**src/rtl/utils_pkg.sv**
```systemverilog
// Shared LSU/bus types plus the write-back load alignment helper.
package utils_pkg;

  typedef enum logic [1:0] {
    CB_OKAY   = 2'd0,
    CB_EXOKAY = 2'd1,
    CB_SLVERR = 2'd2,
    CB_DECERR = 2'd3
  } cb_resp_t;

  typedef enum logic [1:0] {
    LSU_NONE  = 2'd0,
    LSU_LOAD  = 2'd1,
    LSU_STORE = 2'd2,
    LSU_AMO   = 2'd3
  } lsu_op_typ_t;

  typedef enum logic [2:0] {
    RV_LSU_B  = 3'd0,
    RV_LSU_H  = 3'd1,
    RV_LSU_W  = 3'd2,
    RV_LSU_BU = 3'd4,
    RV_LSU_HU = 3'd5
  } lsu_width_t;

  typedef struct packed {
    lsu_op_typ_t op_typ;
    lsu_width_t  width;
    logic [31:0] addr;
    logic [4:0]  rd_addr;
  } s_lsu_op_t;

  localparam int unsigned ST_MAX_OUT_STORES = 4;
  localparam int unsigned ST_CNT_W          = $clog2(ST_MAX_OUT_STORES) + 1;

  // Select the addressed byte/halfword lane of a word-aligned beat and extend it.
  function automatic logic [31:0] lsu_wb_align(input lsu_width_t  width,
                                               input logic [1:0]  addr,
                                               input logic [31:0] rdata);
    logic [7:0]  b;
    logic [15:0] h;
    logic [31:0] res;
    b   = 8'h00;
    h   = addr[1] ? rdata[31:16] : rdata[15:0];
    res = rdata;
    case (addr)
      2'd0:    b = rdata[7:0];
      2'd1:    b = rdata[15:8];
      2'd2:    b = rdata[23:16];
      default: b = rdata[31:24];
    endcase
    case (width)
      RV_LSU_B:  res = {{24{b[7]}}, b};
      RV_LSU_BU: res = {24'h000000, b};
      RV_LSU_H:  res = {{16{h[15]}}, h};
      RV_LSU_HU: res = {16'h0000, h};
      default:   res = rdata;
    endcase
    return res;
  endfunction

endpackage

```
**src/rtl/lsu_wb_st_fifo.sv**
```systemverilog
// Store-address FIFO: head is combinational, count and full/busy flags are registered.
module lsu_st_fifo #(
  parameter int unsigned DEPTH = 4,
  parameter int unsigned WIDTH = 32
) (
  input  logic                         clk,
  input  logic                         rst,
  input  logic                         push_i,
  input  logic [WIDTH-1:0]             wdata_i,
  input  logic                         pop_i,
  output logic [WIDTH-1:0]             head_c_o,
  output logic                         full_o,
  output logic                         busy_o,
  output logic [$clog2(DEPTH):0]       cnt_o
);

  localparam int unsigned PTR_W = $clog2(DEPTH);
  localparam int unsigned CNT_W = PTR_W + 1;

  logic [WIDTH-1:0] mem_q [DEPTH];
  logic [PTR_W-1:0] wr_ptr_q, rd_ptr_q;
  logic [CNT_W-1:0] cnt_q, cnt_d;
  logic             full_q, busy_q;
  logic             do_push, do_pop;

  // A pop frees a slot in the same cycle, so push is accepted when full only alongside a pop.
  always_comb begin
    do_pop  = pop_i && (cnt_q != '0);
    do_push = push_i && ((cnt_q != CNT_W'(DEPTH)) || do_pop);
    cnt_d   = cnt_q + CNT_W'(do_push) - CNT_W'(do_pop);
  end

  always_ff @(posedge clk) begin
    if (rst) begin
      wr_ptr_q <= '0;
      rd_ptr_q <= '0;
      cnt_q    <= '0;
      full_q   <= 1'b0;
      busy_q   <= 1'b0;
    end else begin
      if (do_push) wr_ptr_q <= wr_ptr_q + PTR_W'(1);
      if (do_pop)  rd_ptr_q <= rd_ptr_q + PTR_W'(1);
      cnt_q  <= cnt_d;
      full_q <= (cnt_d == CNT_W'(DEPTH));
      busy_q <= (cnt_d != '0);
    end
  end

  always_ff @(posedge clk) begin
    if (do_push) mem_q[wr_ptr_q] <= wdata_i;
  end

`ifndef SYNTHESIS
  always_ff @(posedge clk) begin
    if (!rst) begin
      assert (!(push_i && !do_push))
        else $error("lsu_st_fifo: push while full without pop was dropped");
    end
  end
`endif

  assign head_c_o = mem_q[rd_ptr_q];
  assign full_o   = full_q;
  assign busy_o   = busy_q;
  assign cnt_o    = cnt_q;

endmodule

```
**src/rtl/lsu_wb.sv**
```systemverilog
// LSU write-back: aligned register-file write, load faults, and outstanding-store tracking.
module lsu_wb
  import utils_pkg::*;
#(
  parameter int unsigned MAX_OUT_STORES  = ST_MAX_OUT_STORES,
  parameter bit          SUPPORT_WR_RESP = 1'b1
) (
  input  logic        clk,
  input  logic        rst,
  input  s_lsu_op_t   lsu_op_i,
  input  logic [31:0] lsu_rdata_i,
  input  logic        rd_valid_i,
  input  cb_resp_t    rd_resp_i,
  input  logic        wr_data_valid_i,
  input  logic        wr_data_ready_i,
  input  logic        wr_resp_valid_i,
  input  cb_resp_t    wr_resp_error_i,
  output logic        rf_we_o,
  output logic [4:0]  rf_waddr_o,
  output logic [31:0] rf_wdata_o,
  output logic        ld_fault_o,
  output logic [31:0] ld_fault_addr_o,
  output logic        st_fault_o,
  output logic [31:0] st_fault_addr_o,
  output logic        st_full_o,
  output logic        st_busy_o
);

  localparam int unsigned CNT_W = $clog2(MAX_OUT_STORES) + 1;

  logic        ld_evt, ld_ok, ld_err, rf_we_d;
  logic        rf_we_q, ld_fault_q;
  logic [4:0]  rf_waddr_q;
  logic [31:0] rf_wdata_q, ld_fault_addr_q;

  always_comb begin
    ld_evt  = rd_valid_i && (lsu_op_i.op_typ == LSU_LOAD);
    ld_ok   = ld_evt && (rd_resp_i == CB_OKAY);
    ld_err  = ld_evt && (rd_resp_i != CB_OKAY);
    rf_we_d = ld_ok && (lsu_op_i.rd_addr != 5'd0);
  end

  always_ff @(posedge clk) begin
    if (rst) begin
      rf_we_q         <= 1'b0;
      rf_waddr_q      <= '0;
      rf_wdata_q      <= '0;
      ld_fault_q      <= 1'b0;
      ld_fault_addr_q <= '0;
    end else begin
      rf_we_q    <= rf_we_d;
      ld_fault_q <= ld_err;
      if (rf_we_d) begin
        rf_waddr_q <= lsu_op_i.rd_addr;
        rf_wdata_q <= lsu_wb_align(lsu_op_i.width, lsu_op_i.addr[1:0], lsu_rdata_i);
      end
      if (ld_err) ld_fault_addr_q <= lsu_op_i.addr;
    end
  end

  assign rf_we_o         = rf_we_q;
  assign rf_waddr_o      = rf_waddr_q;
  assign rf_wdata_o      = rf_wdata_q;
  assign ld_fault_o      = ld_fault_q;
  assign ld_fault_addr_o = ld_fault_addr_q;

  if (SUPPORT_WR_RESP) begin : g_st
    logic [31:0]      head;
    logic             full, busy, st_err;
    logic [CNT_W-1:0] cnt;
    logic             st_fault_q;
    logic [31:0]      st_fault_addr_q;

    lsu_st_fifo #(
      .DEPTH (MAX_OUT_STORES),
      .WIDTH (32)
    ) u_fifo (
      .clk      (clk),
      .rst      (rst),
      .push_i   (wr_data_valid_i && wr_data_ready_i),
      .wdata_i  (lsu_op_i.addr),
      .pop_i    (wr_resp_valid_i),
      .head_c_o (head),
      .full_o   (full),
      .busy_o   (busy),
      .cnt_o    (cnt)
    );

    // Spurious responses (nothing outstanding) never fault.
    assign st_err = wr_resp_valid_i && (cnt != '0) && (wr_resp_error_i != CB_OKAY);

    always_ff @(posedge clk) begin
      if (rst) begin
        st_fault_q      <= 1'b0;
        st_fault_addr_q <= '0;
      end else begin
        st_fault_q <= st_err;
        if (st_err) st_fault_addr_q <= head;
      end
    end

    assign st_fault_o      = st_fault_q;
    assign st_fault_addr_o = st_fault_addr_q;
    assign st_full_o       = full;
    assign st_busy_o       = busy;
  end else begin : g_no_st
    assign st_fault_o      = 1'b0;
    assign st_fault_addr_o = '0;
    assign st_full_o       = 1'b0;
    assign st_busy_o       = 1'b0;
  end

endmodule

```
**config.mk**
```make
export PLATFORM = sky130hd
export DESIGN_NAME = lsu_wb
export DESIGN_NICKNAME = d
export VERILOG_FILES = /design/src/rtl/utils_pkg.sv /design/src/rtl/lsu_wb_st_fifo.sv /design/src/rtl/lsu_wb.sv
export SDC_FILE = /design/constraint.sdc
export NUM_CORES = 1
export LEC_CHECK = 0
export ABC_CLOCK_PERIOD_IN_PS = 2300
export BUFFER_PORTS_ARGS = -buffer_cell sky130_fd_sc_hd__buf_2
export CORE_ASPECT_RATIO = 1.1
export CORE_MARGIN = 2
export CORE_UTILIZATION = 45
export DETAILED_ROUTE_END_ITERATION = 12
export GPL_TIMING_DRIVEN = 1
export PLACE_DENSITY = 0.7
export SETUP_SLACK_MARGIN = 0.02
export SLEW_MARGIN = 20
export SYNTH_ARGS = -nofsm -noshare
export SYNTH_HDL_FRONTEND = slang
export SYNTH_HIERARCHICAL = 1
export SYNTH_SLANG_ARGS = --single-unit
```
**constraint.sdc**
```tcl
create_clock -name clk -period 2.3 [get_ports clk]
set_input_delay 0.345 -clock clk [delete_from_list [all_inputs] [get_ports clk]]
set_output_delay 0.345 -clock clk [all_outputs]
set_load 0.02 [all_outputs]
```
# After elaboration in Yosys (flattened, before gate mapping)

Memory sizes are Yosys's and may differ from the RTL's. A register that Yosys moved wholly into a read port is not among the register bits.
Index checks and enable logic that the tools add are counted.

Bits in registers: 81
Bits in writable memories: 128
Output and inout bits: 106
Memories kept: 1

Equality and inequality tests: 8
Add/subtract/negate cells: 4
Reductions and logical operators: 17
Mux-type cells: 5

Memory list:

| name              | words | width | rd ports | clocked after memory_dff | write ports | line                 | text |
|---|---|---|---|---|---|---|---|
| g_st.u_fifo.mem_q | 4     | 32    | 1        | 1                        | 1           | lsu_wb_st_fifo.sv:20 | `logic [WIDTH-1:0] mem_q [DEPTH];` |

Operators by type and width:

| operator                                       | count |
|---|---|
| one-hot mux 32 bit (4 select lines)            | 1 |
| one-hot mux 8 bit (3 select lines)             | 1 |
| two-way mux 16 bit                             | 1 |
| == test 3 bit (second input constant)          | 3 |
| logical AND 1 bit                              | 8 |
| nonzero test 3 bit                             | 2 |
| nonzero test 5 bit                             | 1 |
| adder 2 x 1 -> 2 bit (second input constant)   | 2 |
| == test 2 x 1 -> 1 bit (second input constant) | 2 |
| zero test 2 bit                                | 2 |
| nonzero test 2 bit                             | 2 |
| adder 3 x 1 -> 3 bit                           | 1 |
| == test 3 x 1 -> 1 bit (second input constant) | 1 |
| zero test 3 bit                                | 1 |
| inequality test 3 bit (second input constant)  | 1 |
| subtractor 3 x 1 -> 3 bit                      | 1 |
| == test 2 bit (second input constant)          | 1 |
| two-way mux 1 bit                              | 2 |
| logical OR 1 bit                               | 1 |

# Logic depth before layout (Yosys ltp)

Gate-level depths: netlist of run 1.

Word-level depth: 7
Depth in mapped cells: 10
Depth with buffers taken out: 10

# Modules after synthesis

Netlist of run 1, hierarchy kept.

By module, submodules not included:

| module      | cells each | seq. area each (um^2) | area each (um^2) | times used |
|---|---|---|---|---|
| lsu_st_fifo | 219        | 4,063.9               | 5,133.7          | 1 |
| lsu_wb      | 512        | 2,082.0               | 4,220.3          | 1 |

# Worst setup path before layout of run 1

Ideal clock, no wire load.

Kind: reg-to-reg
Start: register g_st.u_fifo.cnt_q[2], in the netlist g_st.u_fifo/cnt_o[2]
End: register g_st.u_fifo.busy_q, in the netlist g_st.u_fifo/busy_o
Slack: 0.175 ns
Arrival time: 1.994 ns
Required time: 2.169 ns
Clock period less this slack: 2.125 ns
Buffers on the path: 0
Stages on the path, launching flop included: 11
Cells stage by stage: dfxtp_1 > inv_2 > o41a_1 > inv_1 > ha_1 > inv_1 > ha_1 > fa_1 > xnor3_1 > nand2b_1 > o21ai_0

Word-level cells in the longest chain between the ends: 7
Elaborated cells between the ends (all ways): 8
Classes of those cells: add/sub: 2; eq/ne: 1; reduce/logical: 5

Ends and longest elaborated chain:

| what                        | line                 | text |
|---|---|---|
| start: declaration          | lsu_wb_st_fifo.sv:22 | `logic [CNT_W-1:0] cnt_q, cnt_d;` |
| start signal: assignment    | lsu_wb_st_fifo.sv:43 | `cnt_q <= cnt_d;` |
| nonzero test 3 bit          | lsu_wb_st_fifo.sv:28 | `do_pop = pop_i && (cnt_q != '0);` |
| logical AND 1 bit           | lsu_wb_st_fifo.sv:28 |  |
| logical OR 1 bit            | lsu_wb_st_fifo.sv:29 | `do_push = push_i && ((cnt_q != CNT_W'(DEPTH)) \|\| do_pop);` |
| logical AND 1 bit           | lsu_wb_st_fifo.sv:29 |  |
| adder 3 x 1 -> 3 bit        | lsu_wb_st_fifo.sv:30 | `cnt_d = cnt_q + CNT_W'(do_push) - CNT_W'(do_pop);` |
| subtractor 3 x 1 -> 3 bit * | lsu_wb_st_fifo.sv:30 |  |
| nonzero test 3 bit *        | lsu_wb_st_fifo.sv:45 | `busy_q <= (cnt_d != '0);` |
| end signal: assignment      | lsu_wb_st_fifo.sv:45 |  |
| end: declaration            | lsu_wb_st_fifo.sv:23 | `logic full_q, busy_q;` |

Mark *: on every way between the ends. The rest lies on a longest branch, timed or not.
A chain may end at the register's enable or synchronous reset.

# Final worst setup path of run 1

Same ends and word-level chain as after synthesis.

==> results list, run 1 <==
- Yosys synthesis warning count: 6
- Once the floorplan was initialized, standard cells occupied 45.6% of the core.
* Largest family of logic cells by synthesized area: simple AND/OR/NAND/NOR gates
* Most used flip-flop cell after synthesis: sky130_fd_sc_hd__edfxtp_1
- The worst setup path is of the register to register kind.
- Parity-gate share of the synthesized area counting xor and xnor cells: 0.428%
* Via count: 6309
- Vias in the first global route: 6331
- Number of synthesized flops with an enable pin: 128
- CP Launch Point: g_st.u_fifo/cnt_o[2]
- For the worst setup path, the data required time is 2.66 ns.
- Tightest Hold Check Type: input pin to register
- Global route total overflow: 0
- Startpoint of the most critical register-to-register path: g_st.u_fifo/cnt_o[2]
- Along the worst path, the maximum fanout reaches 5.
- In this run the cell area of the synthesized design comes to 0.00935 mm2.
- Final hold vios: 0
- For this run, asynchronously set or reset flops after synthesis account for 0%.
- At the later pin of the worst-skew pair, clock insertion delay measures 0.51 ns.
* Drt pass-1 iters: 4
* Final Critical Period: 2.12 ns
* Maximum number of pins on one net before global-route repair: 45
- Die width: 141 um
- Drt via density: 5.30
- After layout, the worst path uses 92.2% of the clock period.
- Counting the buffers created by CTS gives 25.
- The final layout contains routed wiring with a total length of 21.3 mm.
- Summed over all cells, the static leakage comes to 0.00433 uW.
* Post-detailed-route wirelength per cell: 17.9 um
- The design draws 10900 uW.
* Ratio of total power to cell area: 958 mW/mm2
- The initial antenna violation count came to 0.
- The die is 155 um tall.
- Total half-perimeter wirelength after legalization and detailed placement: 13.8 mm
- The final layout contains 1008 nets.
* Number of synthesized register bits: 243
- Clock slew at reported path FFs: 0.06 ns
- The first global-routing pass estimated 33.3 mm of wire.
* DR iter-0 viols: 248
- Measured in cells, the most critical reg-to-reg path has a length of 10.
- Setup violations remaining at the end of the flow were counted as 0.
* Average cell area after synthesis: 12.8 um2
- RSZ-0062 raised after global routing: no
- Counting instances, the worst hold path has a depth of 1.
* Fraction of synthesized area in multiplexers: 9.70%
* CP Capture Type: register
- Across the VDD grid, the largest voltage drop is 0.535 mV.
* Count of inserted antenna diode cells: 0
- The worst register-to-register path ends at g_st.u_fifo/busy_o.
- Placement Cell Area: 0.0106 mm2
* Number of routed nets with antenna violations: 0
- For this run, design rule violations remaining after detail routing come to 0.
* Clock skew: 0.00584 ns
- Worst Max-Slew Pin Slew: 0.927 ns
- With fillers left out, the area of the finished cells amounts to 0.0114 mm2.
- Layout overhead on the synthesized area: 21.9%
* Maximum clock frequency: 472 MHz
- The synthesized netlist devotes 1.02% of its cell area to adder and majority cells.
* Setup_tns: 0 ns
- Net count of the mapped netlist: 822
- Sequential cell area fraction in the yosys report: 65.7%
- Clock sinks: 243
* Max-slew headroom at the worst pin: 38.2%
- Counting along the longest clock path gives a buffer depth of 3.
* Global-route usage over all layers: 19.3%
- Std-Cell Rows: 55
- Across the run, the number of max-cap violations was 0.
- For flop-to-flop paths, the worst setup slack is 0.18 ns.
- Overall die area: 0.0220 mm2
- During placement, the flow inserted port buffers numbering 189.
* Distinct cell type count after synthesis: 52
- Routability-driven placement finished with a final weighted congestion of 0.786.
- Post CTS Setup Buffer Count: 0
- Level count of the clock H-tree: 1
- CTS tree: built
* Outcome: finished clean
- In the final layout, the share of cells above drive strength 1 is 32.1%.
- The region available for standard cell placement spans 0.0205 mm2.
* Boundary Pins: 190
- After technology mapping, the gate count stands at 731.
- Final Max Tran Viols: 0
- Compound-Gate Fraction of Synth Area: 9.46%
- Crit start category: register
- Crit path DAT: 2.48 ns
- Clock tree root driver cell: sky130_fd_sc_hd__clkbuf_16
- The synthesized netlist devotes 10.8% of its cell area to simple gates.
- Hold worst-path end: g_st.u_fifo/mem_q[1][21]
- The worst hold path begins at lsu_op_i[26].
==> power by group <==
group          switching (uW)  internal, uW  leakage, uW
combinational            1090           849      0.00184
clock                    1570          2400     0.000400
sequential                158          4860      0.00210
==> cells in the mapped netlist, types with 2 or more instances <==
master                     count  area (um2)
sky130_fd_sc_hd__nand2_1     156         586
sky130_fd_sc_hd__edfxtp_1    128        3840
sky130_fd_sc_hd__dfxtp_1     115        2300
sky130_fd_sc_hd__a21oi_1      75         375
sky130_fd_sc_hd__nor2_1       40         150
sky130_fd_sc_hd__clkbuf_1     32         120
sky130_fd_sc_hd__mux4_2       32         721
sky130_fd_sc_hd__and2_1       17         106
sky130_fd_sc_hd__mux2i_1      16         160
sky130_fd_sc_hd__a211oi_1     13        97.6
sky130_fd_sc_hd__a211oi_2     10         125
sky130_fd_sc_hd__inv_1        10        37.5
sky130_fd_sc_hd__o22ai_1       7        43.8
sky130_fd_sc_hd__ha_1          6        75.1
sky130_fd_sc_hd__nand2b_1      6        37.5
sky130_fd_sc_hd__o211ai_1      6        45.0
sky130_fd_sc_hd__buf_6         5        56.3
sky130_fd_sc_hd__nor2b_1       5        31.3
sky130_fd_sc_hd__buf_4         4        30.0
sky130_fd_sc_hd__nand3b_1      4        30.0
sky130_fd_sc_hd__a22oi_1       3        22.5
sky130_fd_sc_hd__buf_1         3        11.3
sky130_fd_sc_hd__nand3_1       3        15.0
sky130_fd_sc_hd__a221oi_1      2        17.5
sky130_fd_sc_hd__buf_2         2        10.0
sky130_fd_sc_hd__nor3_1        2        10.0
sky130_fd_sc_hd__o211a_1       2        20.0
sky130_fd_sc_hd__o41ai_1       2        17.5
sky130_fd_sc_hd__or3_1         2        12.5
==> cells in the final DEF (no fill, tap or decap), types with 5 or more instances in the layout <==
master                      instances
sky130_fd_sc_hd__a211oi_1          13
sky130_fd_sc_hd__a211oi_2          10
sky130_fd_sc_hd__a21oi_1           75
sky130_fd_sc_hd__and2_1            13
sky130_fd_sc_hd__buf_2            188
sky130_fd_sc_hd__buf_4             13
sky130_fd_sc_hd__clkbuf_1           8
sky130_fd_sc_hd__clkbuf_16         25
sky130_fd_sc_hd__clkinv_2           5
sky130_fd_sc_hd__dfxtp_1          112
sky130_fd_sc_hd__edfxtp_1         128
sky130_fd_sc_hd__ha_1               6
sky130_fd_sc_hd__inv_1             10
sky130_fd_sc_hd__mux2i_1           16
sky130_fd_sc_hd__mux4_2            32
sky130_fd_sc_hd__nand2_1          156
sky130_fd_sc_hd__nand2b_1           6
sky130_fd_sc_hd__nor2_1            39
sky130_fd_sc_hd__nor2b_1            5
sky130_fd_sc_hd__o211ai_1           6
sky130_fd_sc_hd__o22ai_1            7
==> worst max-delay path, stage by stage, from the launching register on <==
cell and delay (ns):
sky130_fd_sc_hd__dfxtp_2 0.36, sky130_fd_sc_hd__inv_2 0.03, sky130_fd_sc_hd__o41a_1 0.43, sky130_fd_sc_hd__inv_1 0.07
sky130_fd_sc_hd__ha_1 0.12, sky130_fd_sc_hd__inv_1 0.04, sky130_fd_sc_hd__ha_1 0.18, sky130_fd_sc_hd__fa_1 0.37
sky130_fd_sc_hd__xnor3_1 0.18, sky130_fd_sc_hd__nand2b_1 0.11, sky130_fd_sc_hd__o21ai_0 0.09
==> layer usage <==
metal / routed length [um] / part of all wire, % / vias up / track usage (%)
li1: - / - / 3002 / -
met1: 8810 / 41 / 3057 / 24.0
met2: 10500 / 49 / 213 / 34.0
met3: 1470 / 6.9 / 37 / 4.31
met4: 496 / 2.3 / 0 / 5.05
met5: 0 / 0 / - / 0
==> state kept, by name, indices dropped and copies added, names as in the netlist, 2 cells and up, named ones only <==
| name | cells |
|---|---|
| g_st.u_fifo/mem_q | 128 |
| ld_fault_addr_o | 32 |
| rf_wdata_o | 32 |
| st_fault_addr_o | 32 |
| rf_waddr_o | 5 |
| g_st.u_fifo/cnt_o | 3 |
| g_st.u_fifo/rd_ptr_q | 2 |
| g_st.u_fifo/wr_ptr_q | 2 |
==> stage by stage <==
step | instances | setup WS (ns) | util (%) | hold WS (ns)
after floorplan | 731 | 0.175 | - | 0.444
after global placement | 1146 | 0.138 | 51.6 | 0.438
after detailed placement | 1146 | 0.102 | 51.6 | 0.443
after CTS | 1191 | 0.115 | 55.6 | 0.0575
after global routing | 1191 | 0.0459 | 55.6 | 0.0576
final | 1191 | 0.180 | 55.6 | 0.0716
==> worst max path at each step <==
stage	to	depth (start not counted)
finish	g_st.u_fifo/busy_o	10
global route	g_st.u_fifo/busy_o	9
CTS	g_st.u_fifo/busy_o	10
detailed placement	g_st.u_fifo/busy_o	11
global placement	g_st.u_fifo/busy_o	11
floorplan	g_st.u_fifo/busy_o	10
==> cells by family (layout without fill, tap and decap cells) <==
| logic type | after synthesis | in the layout |
|---|---|---|
| mux | 50 | 50 |
| compound gates | 132 | 132 |
| xor+xnor | 3 | 3 |
| flops | 243 | 243 |
| simple gates | 239 | 239 |
| buf+inv | 57 | 261 |
| fa+ha+maj | 7 | 7 |
==> final cells by class <==
class,instances,area (um2)
fill,1717,9100
inverter,11,41.3
timing repair buffer,205,1120
sequential,243,6150
tap,256,320
clock buffer,35,683
multi-input combinational,431,2960
clock inverter,10,128
==> repair_timing <==
item,CTS,global route
endpoints found under the setup margin,0,1
resized for setup,0,1
endpoints found under the hold margin,0,0
hold buffers,0,0
No activity file was read; power rests on OpenSTA's default activity.
==> inputs of run 2 (changes only) <==
--- a/config.mk
+++ b/config.mk
@@ -9,11 +9,11 @@
 export BUFFER_PORTS_ARGS = -buffer_cell sky130_fd_sc_hd__buf_2
 export CORE_ASPECT_RATIO = 1.1
 export CORE_MARGIN = 2
-export CORE_UTILIZATION = 45
+export CORE_UTILIZATION = 40
 export DETAILED_ROUTE_END_ITERATION = 12
 export GPL_TIMING_DRIVEN = 1
-export PLACE_DENSITY = 0.7
 export SETUP_SLACK_MARGIN = 0.02
+export SKIP_LAST_GASP = 1
 export SLEW_MARGIN = 20
 export SYNTH_ARGS = -nofsm -noshare
 export SYNTH_HDL_FRONTEND = slang
==> results list, run 2 (same netlist as run 1, synthesis figures left out) <==
- From bottom edge to top edge, the die measures 164 um.
- In this run the most critical hold path is launched from lsu_op_i[23].
- Commonest cells after routing, fill and taps aside: sky130_fd_sc_hd__buf_2 (188), sky130_fd_sc_hd__nand2_1 (156), sky130_fd_sc_hd__edfxtp_1 (128)
- After detailed placement, the total cell area comes to 0.0107 mm2.
* Ratio of total power to cell area: 967 mW/mm2
* Sum of routed wire length over all layers: 22.2 mm
- Weighted congestion reported at the end of routability-driven placement: 0.747
* Area of the core region: 0.0229 mm2
* Drt pass-1 iters: 4
- The register with the most flip-flops in the layout has 128 of them.
- Clock slew at reported path FFs: 0.06 ns
- Post-route worst setup slack: 0.144 ns
- Clock tree synthesis inserted a total of 26 buffers.
- Maximum clock frequency: 464 MHz
- Uppermost routed layer: met5
- Clock sinks: 243
- Finish-stage setup viols: 0
- Crit start category: register
- Cell area after layout: 0.0116 mm2
* Leak Pwr: 0.00440 uW
* Overall die area: 0.0246 mm2
* Clock tree root driver cell: sky130_fd_sc_hd__clkbuf_16
- Type of the worst setup path: register to register
* Worst Max-Slew Pin Slew: 0.923 ns
- Input and output buffers added on the ports amount to 189.
- Maximum capacitance violations: 0
* Count of inserted antenna diode cells: 0
- After the first detailed-routing iteration, the DRC count stood at 282.
* Max-slew headroom at the worst pin: 38.5%
- Wire segments on met3 add up to 1.58 mm in the final route.
- Total half-perimeter wirelength after legalization and detailed placement: 14.8 mm
- RSZ-0062 raised after global routing: no
- Die width: 150 um
- Worst Hold Depth: 1
- Cells with a size suffix above 1 make up 32.5% of the layout.
- STA puts the critical path data arrival time at 2.55 ns.
- Post-detailed-route wirelength per cell: 17.8 um
- Pin placement for this block handled 190 I/O pins.
- For the worst setup path, the data required time is 2.70 ns.
- Across all layers, the routed design uses 6347 vias.
* Met2 Routed Length: 10.8 mm
- Number of routed nets with antenna violations: 0
- Row generation in the floorplan step produced 58 rows.
- Most flop-heavy register: g_st.u_fifo/mem_q
- In this run the number of H-tree levels came out at 1.
* CP Launch Point: g_st.u_fifo/cnt_o[2]
- IR analysis of the VDD net gives a maximum drop of 0.452 mV.
- Clock latency reported for the late side of the worst-skew pair: 0.52 ns
- Leaving out fill and tap cells, the most frequent cell in the layout is sky130_fd_sc_hd__buf_2.
- Of the available clock period, the critical path in the final layout requires 93.7%.
* Antenna violations before repair: 1
- Initial Util: 40.8%
* Place WS: 0.115 ns
- Clock skew: 0.0109 ns
- Drt via density: 5.10
- Counting I/O delays and the setup requirement, the final critical path takes 2.16 ns.
- Detailed-routing wirelength on met1: 9.47 mm
- Number of nets in the final layout: 1016
- In this run the post-CTS setup repair buffer count came out at 0.
- Tightest Hold Check Type: input pin to register
- Maximum number of pins on one net before global-route repair: 42
- After global routing the overflow that remains totals 0.
- Along the worst path, the maximum fanout reaches 5.
* CP Capture Type: register
- Final hold vios: 0
- First-pass GRT wire length: 34.4 mm
- The number of max-slew violations in the final report came to 0.
- For this run, the total global-route usage over all layers was measured as 17.9%.
- Layout overhead on the synthesized area: 23.7%
- After detailed routing, the number of remaining DRC violations is 0.
* Vias in the first global route: 6356
- TritonCTS built the clock tree.
* Startpoint of the most critical register-to-register path: g_st.u_fifo/cnt_o[2]
- Measured in cells, the most critical reg-to-reg path has a length of 10.
- The clock passes through at most 3 buffers.
* Setup_tns: 0 ns
* Outcome: finished clean
run 2: cell types whose count changed in the layout (fill, tap and decap cells not counted):
cell | before | now
sky130_fd_sc_hd__clkinv_4 | 1 | 0
sky130_fd_sc_hd__clkbuf_16 | 25 | 27
sky130_fd_sc_hd__clkinv_1 | 1 | 6
sky130_fd_sc_hd__clkinv_2 | 5 | 3
sky130_fd_sc_hd__clkbuf_1 | 8 | 6
sky130_fd_sc_hd__clkbuf_8 | 2 | 3
sky130_fd_sc_hd__buf_4 | 13 | 20
sky130_fd_sc_hd__dfxtp_2 | 3 | 2
sky130_fd_sc_hd__dfxtp_4 | 0 | 1
run 2: path summary, 6_finish.rpt:
kind,endpoint,slack [ns]
min reg2reg,ld_fault_addr_o[10],0.45
max,g_st.u_fifo/busy_o,0.14
max reg2reg,g_st.u_fifo/busy_o,0.14
min,g_st.u_fifo/mem_q[0][18],0.06
run 2: repair_timing:
item / in CTS / in global routing
hold buffers: 0 / 0
resized for setup: 0 / 2
setup endpoints to repair: 0 / 2
run 2: per-stage QoR:
step           util [%]  hold WS [ns]  total power [uW]  instances
2_1_floorplan         -         0.444              6460        731
3_3_place_gp       46.7         0.438              7110       1197
3_5_place_dp       46.7         0.444              7140       1197
4_1_cts            50.4        0.0406             11300       1245
5_1_grt            50.5        0.0562             11700       1245
6_report           50.5        0.0589             11200       1245
run 2: layout make-up:
type	count	area, um2
sequential	243	6150
clock buffer	36	739
inverter	11	41.3
fill	2065	11400
tap	300	375
multi-input combinational	431	2960
clock inverter	12	128
timing repair buffer	212	1170
run 2: power by group:
| group | leakage (uW) | total (uW) | internal (uW) | switching, uW |
|---|---|---|---|---|
| clock | 0.000425 | 4170 | 2560 | 1610 |
| sequential | 0.00210 | 5060 | 4860 | 204 |
| combinational | 0.00188 | 1960 | 891 | 1070 |
| total | 0.00440 | 11200 | 8310 | 2880 |
run 2: critical path: stages, from the launching register on:
cell and delay, ns:
sky130_fd_sc_hd__dfxtp_4 0.37, sky130_fd_sc_hd__inv_2 0.03, sky130_fd_sc_hd__o41a_1 0.43, sky130_fd_sc_hd__inv_1 0.07
sky130_fd_sc_hd__ha_1 0.13, sky130_fd_sc_hd__inv_1 0.04, sky130_fd_sc_hd__ha_1 0.18, sky130_fd_sc_hd__fa_1 0.38
sky130_fd_sc_hd__xnor3_1 0.19, sky130_fd_sc_hd__nand2b_1 0.11, sky130_fd_sc_hd__o21ai_0 0.10
run 2: routing by layer:
layer	track usage (%)	vias to the layer above
met2	30.8	196
met3	4.59	31
met4	3.77	2
li1	-	3032
met5	0	-
met1	22.8	3086
